## src/rtl/prim_stream_ser_pkg.sv

```systemverilog
// Shared types and helpers for the wide-to-narrow stream serializer.
package prim_stream_ser_pkg;

    typedef enum logic {
        ST_IDLE = 1'b0,
        ST_BUSY = 1'b1
    } ser_state_e;

    // Beat counter needs at least one bit even when a word is a single beat.
    function automatic int cnt_width(input int ratio);
        return (ratio > 1) ? $clog2(ratio) : 1;
    endfunction

endpackage

```

## src/rtl/prim_stream_ser.sv

```systemverilog
// Splits each IN_WIDTH upstream word into IN_WIDTH/OUT_WIDTH downstream beats,
// with zero-bubble handoff between consecutive words.
module prim_stream_ser
    import prim_stream_ser_pkg::*;
#(
    parameter int IN_WIDTH  = 32,
    parameter int OUT_WIDTH = 8,
    parameter int LSB_FIRST = 1
) (
    input  logic                 clk,
    input  logic                 reset,
    output logic                 urdy_o,
    input  logic                 uvld_i,
    input  logic [IN_WIDTH-1:0]  udat_i,
    input  logic                 drdy_i,
    output logic                 dvld_o,
    output logic [OUT_WIDTH-1:0] ddat_o,
    output logic                 dlast_o
);

    localparam int RATIO = IN_WIDTH / OUT_WIDTH;
    localparam int CW    = cnt_width(RATIO);
    localparam logic [CW-1:0] LAST_IDX = CW'(RATIO - 1);

    if ((OUT_WIDTH < 1) || (IN_WIDTH < OUT_WIDTH) || (IN_WIDTH % OUT_WIDTH != 0)) begin : g_bad_params
        $error("prim_stream_ser: IN_WIDTH must be a positive multiple of OUT_WIDTH");
    end

    ser_state_e           state;
    logic [CW-1:0]        cnt;
    logic [CW-1:0]        cnt_nxt;
    logic [IN_WIDTH-1:0]  word;
    logic                 at_last;
    logic                 up_beat;
    logic                 dn_beat;

    function automatic logic [OUT_WIDTH-1:0] slice(input logic [IN_WIDTH-1:0] w,
                                                   input logic [CW-1:0] i);
        int idx;
        idx = (LSB_FIRST != 0) ? int'(i) : (RATIO - 1 - int'(i));
        return w[idx*OUT_WIDTH +: OUT_WIDTH];
    endfunction

    assign at_last = (cnt == LAST_IDX);
    assign cnt_nxt = cnt + CW'(1);
    assign up_beat = uvld_i && urdy_o;
    assign dn_beat = dvld_o && drdy_i;

    // Only the last beat lets a new word in, and only if that beat leaves this cycle.
    always_comb begin
        urdy_o = 1'b0;
        if (!reset) begin
            if (state == ST_IDLE) urdy_o = 1'b1;
            else if (at_last)     urdy_o = drdy_i;
        end
    end

    always_ff @(posedge clk) begin
        if (reset) begin
            state   <= ST_IDLE;
            cnt     <= '0;
            word    <= '0;
            dvld_o  <= 1'b0;
            dlast_o <= 1'b0;
            ddat_o  <= '0;
        end else begin
            case (state)
                ST_IDLE: begin
                    if (up_beat) begin
                        state   <= ST_BUSY;
                        word    <= udat_i;
                        cnt     <= '0;
                        dvld_o  <= 1'b1;
                        ddat_o  <= slice(udat_i, '0);
                        dlast_o <= (RATIO == 1);
                    end
                end
                ST_BUSY: begin
                    if (dn_beat) begin
                        if (!at_last) begin
                            cnt     <= cnt_nxt;
                            ddat_o  <= slice(word, cnt_nxt);
                            dlast_o <= (cnt_nxt == LAST_IDX);
                        end else if (up_beat) begin
                            word    <= udat_i;
                            cnt     <= '0;
                            ddat_o  <= slice(udat_i, '0);
                            dlast_o <= (RATIO == 1);
                        end else begin
                            state   <= ST_IDLE;
                            cnt     <= '0;
                            dvld_o  <= 1'b0;
                            dlast_o <= 1'b0;
                        end
                    end
                end
                default: state <= ST_IDLE;
            endcase
        end
    end

endmodule

```

## config.mk

```make
export PLATFORM = sky130hd
export DESIGN_NAME = prim_stream_ser
export DESIGN_NICKNAME = d
export VERILOG_FILES = /design/src/rtl/prim_stream_ser_pkg.sv /design/src/rtl/prim_stream_ser.sv
export SDC_FILE = /design/constraint.sdc
export NUM_CORES = 1
export LEC_CHECK = 0
export ABC_CLOCK_PERIOD_IN_PS = 4100
export CELL_PAD_IN_SITES_DETAIL_PLACEMENT = 0
export CELL_PAD_IN_SITES_GLOBAL_PLACEMENT = 1
export CORE_MARGIN = 1.5
export CORE_UTILIZATION = 39
export DETAILED_ROUTE_END_ITERATION = 12
export HOLD_SLACK_MARGIN = 0.12
export MAX_ROUTING_LAYER = met4
export PLACE_DENSITY = 0.93
export SETUP_SLACK_MARGIN = 0.4
export SLEW_MARGIN = 20
export SYNTH_ARGS = -nofsm -noshare
export SYNTH_HDL_FRONTEND = slang
export SYNTH_SLANG_ARGS = --single-unit
```

## constraint.sdc

```tcl
create_clock -name clk -period 4.1 [get_ports clk]
set_input_delay 0.82 -clock clk [delete_from_list [all_inputs] [get_ports clk]]
set_output_delay 0.82 -clock clk [all_outputs]
set_load 0.02 [all_outputs]
```

==> summary.txt <==
Outcome
  • Run status: completed

Power
  • Int Pwr: 0.000656 W
  • Comb pwr share: 16.8%
  • Clock network fraction of total power: 29.8%
  • Sequential cell fraction of total power: 53.4%
  • Cell Pwr Density: 349 mW/mm2
  • Final total power: 0.000887 W
  • Maximum vdd ir drop: 173 uV
  • NetSw: 0.000232 W
  • Share of total power consumed by net switching: 26.1%
  • Leakage power of the design: 0.930 nW

Synth
  • Count of yosys warnings during synthesis: 0
  • Cell count after synthesis: 237
  • Area leader, netlist: sky130_fd_sc_hd__dfxtp_1
  • Post-synthesis async set-or-reset flop share: 0%
  • Top cells by area in the synthesized netlist: sky130_fd_sc_hd__dfxtp_1, sky130_fd_sc_hd__nand2_1, sky130_fd_sc_hd__a21oi_1
  • Most instantiated flip-flop cell in the synthesis netlist: sky130_fd_sc_hd__dfxtp_1
  • Post-Synthesis Mean Instance Area: 8.47 um2
  • Synth top area share: 44.9%
  • Total of flip-flops plus latches after synthesis: 45
  • Portion of the post-synthesis area used by sequential elements: 44.9%
  • Syn Nets: 275
  • Number of distinct library cell variants in the gate-level netlist after synthesis: 28
  • Number of flops mapped to enable cells by yosys: 0
  • Mapped Area: 0.00201 mm2

Critical path
  • Critical Path Start Type: input port
  • Kind of critical path: in -> out
  • Data required time at the worst endpoint: 3.28 ns
  • Arrival time reported for the critical path endpoint: 2.20 ns
  • Worst setup slack for register-to-register paths: 1.96 ns
  • Startpoint of the lowest-slack register-to-register path: cnt[0]
  • Maximum fanout along the worst path: 5
  • Worst reg2reg path depth: 6
  • Critical Path Sink Type: output port
  • RR Endpoint: ddat_o[5]

Clock tree
  • Buffer levels on the longest clock path: 2
  • Post-CTS setup buffer count: 0
  • H-Tree Depth: 2
  • Root Buffer: sky130_fd_sc_hd__clkbuf_8
  • Post-cts repair resize count: 0
  • TritonCTS clock tree: yes
  • Clock buffers created by TritonCTS: 5
  • Later-pin clock latency in the skew report: 0.30 ns
  • Clock transition at the register clock pins on the worst setup and hold paths after CTS: 0.08 ns
  • # hold bufs at CTS: 0
  • Sink Count: 45

Die
  • Initial core utilization: 41.4%
  • Count of standard-cell rows: 25
  • Width of the die: 74.7 um
  • Core area: 0.00485 mm2
  • IO Count: 47
  • Area of the die: 0.00559 mm2
  • Floorplan die height: 74.7 um

STA
  • Period utilization: 73.8%
  • Worst-case setup margin in the final layout: 1.08 ns
  • Maximum clock rate: 0.331 GHz
  • Final setup violation count: 0
  • Transition time of the tightest slew-check pin: 0.770 ns
  • Final-layout worst hold slack: 0.454 ns
  • Number of hold violations in the final report: 0
  • Total negative slack for setup checks: 0 ns
  • Slew Viols, Final: 0
  • RSZ-0062 raised after global routing: false
  • Min cycle time layout: 3.02 ns
  • Max_slew headroom: 48.7%
  • Worst Skew: 0.00478 ns

Drt
  • Total detailed-routing wirelength: 4510 um
  • Initial detailed-routing violation count: 128
  • Routed Antenna Nets: 0
  • Via Count: 1702
  • Post-detailed-route DRC marker count: 0
  • Final routed wire length divided by cell count: 13.1 um
  • Pre-Repair DR Iteration Count: 4
  • Number of vias per cell after detailed routing: 4.96

Final layout
  • Filler cell count in the final layout: 500
  • Fraction of final layout cells with drive strength greater than 1: 8.33%
  • N_diodes: 0
  • Most common cell after layout, fill and taps aside: sky130_fd_sc_hd__nand2_1
  • Most frequent cells in the layout: sky130_fd_sc_hd__nand2_1, sky130_fd_sc_hd__clkdlybuf4s50_1, sky130_fd_sc_hd__dfxtp_1
  • Sequential cell area: 901 um2
  • Number of nets in the layout: 313
  • Area used by multi-input combinational logic: 962 um2
  • Area growth from synthesis to layout: 26.7%

Run
  • Number of maximum-capacitance violations: 0

Global routing
  • GR Util met1: 22.2%
  • Global-route wire length before repair: 7560 um
  • Antenna violations before repair: 0
  • All-layer global routing usage: 18.4%
  • Largest net degree at the start of global routing: 47
  • GR met2 Demand/Resource: 30.4%
  • Met3 global-route usage: 4.95%
  • Most Crowded Layer GR: met2
  • Gr ovfl total: 0
  • Number of global-route vias before repair: 1710

Placement
  • Port Buffers: 46
  • Placed wire-length estimate: 2900 um
  • GPL Wtd Cong: 0.752
  • Setup slack after placement: 1.08 ns

Hold path
  • Start point of the worst hold path: word[30]
  • Class of the tightest hold or removal check: reg -> reg
  • Number of stages on the worst hold path: 2
  • Sink of the worst hold path: word[30]
cells in the mapped netlist (all sizes together) (2+ instances only):
library cell / count
o21a: 8
mux2: 16
dfxtp: 45
nand2: 67
nor2: 4
a21oi: 38
ha: 2
o21ai: 2
a221oi: 8
clkbuf: 4
inv: 10
a21bo: 2
nor2b: 2
o22ai: 8
buf: 13
nor3: 3
logic make-up (layout without fill, tap and decap cells):
group                    count (synthesis)  in the layout  share of synthesized area [%]
AND/OR/NAND/NOR                         80             80                           16.0
buffers and inverters                   27             66                           7.17
adder cells (fa/ha/maj)                  2              2                           1.25
AO/OA/AOI/OAI                           67             67                           21.7
multiplexers                            16             16                           8.98
flip-flops                              45             45                           44.9
per-stage QoR:
stage | util, % | cells | area [um2]
floorplan | - | 237 | 2010
global route | 52.4 | 343 | 2540
finish | 52.4 | 343 | 2540
global placement | 50.7 | 335 | 2460
detailed placement | 50.7 | 335 | 2460
CTS | 52.4 | 343 | 2540
layout make-up:
type | count | share of cell area [%]
Clock buffer | 6 | 2.85
Sequential cell | 45 | 35.4
Timing Repair Buffer | 48 | 18.7
Tap cell | 67 | 3.30
Multi-Input combinational cell | 165 | 37.8
Inverter | 10 | 1.48
Clock inverter | 2 | 0.394
registers in the layout (all words and copies together), names as in the netlist:
register / flops
state: 1
word: 32
dlast_o: 1
dvld_o: 1
ddat_o: 8
cnt: 2
worst max-delay path by stage:
| stage | start | end | slack (ns) | cells after the start |
|---|---|---|---|---|
| floorplan | reset | urdy_o | 1.76 | 3 |
| global placement | drdy_i | urdy_o | 1.09 | 4 |
| detailed placement | drdy_i | urdy_o | 1.08 | 4 |
| CTS | drdy_i | urdy_o | 1.07 | 4 |
| global route | drdy_i | urdy_o | 1.03 | 4 |
| finish | drdy_i | urdy_o | 1.08 | 4 |
power by group through the flow:
stage / Sequential (W) / Combinational, W / Clock [W]
after floorplan: 0.000490 / 0.0000772 / 0
after global placement: 0.000483 / 0.000149 / 0
after detailed placement: 0.000484 / 0.000151 / 0
after CTS: 0.000473 / 0.000151 / 0.000272
after global routing: 0.000477 / 0.000165 / 0.000287
final: 0.000473 / 0.000149 / 0.000264
metal layers:
layer | up-vias | share of wire, %
li1 | 883 | -
met1 | 774 | 47
met2 | 38 | 46
met3 | 7 | 5.2
met4 | 0 | 1.1
met5 | - | 0
worst max-delay path, cell delays in order:
cell and delay (ns):
sky130_fd_sc_hd__clkdlybuf4s50_1 0.54, sky130_fd_sc_hd__nand2_1 0.09, sky130_fd_sc_hd__a21oi_1 0.14, sky130_fd_sc_hd__clkdlybuf4s50_1 0.61
(Power assumes the default switching activity.)
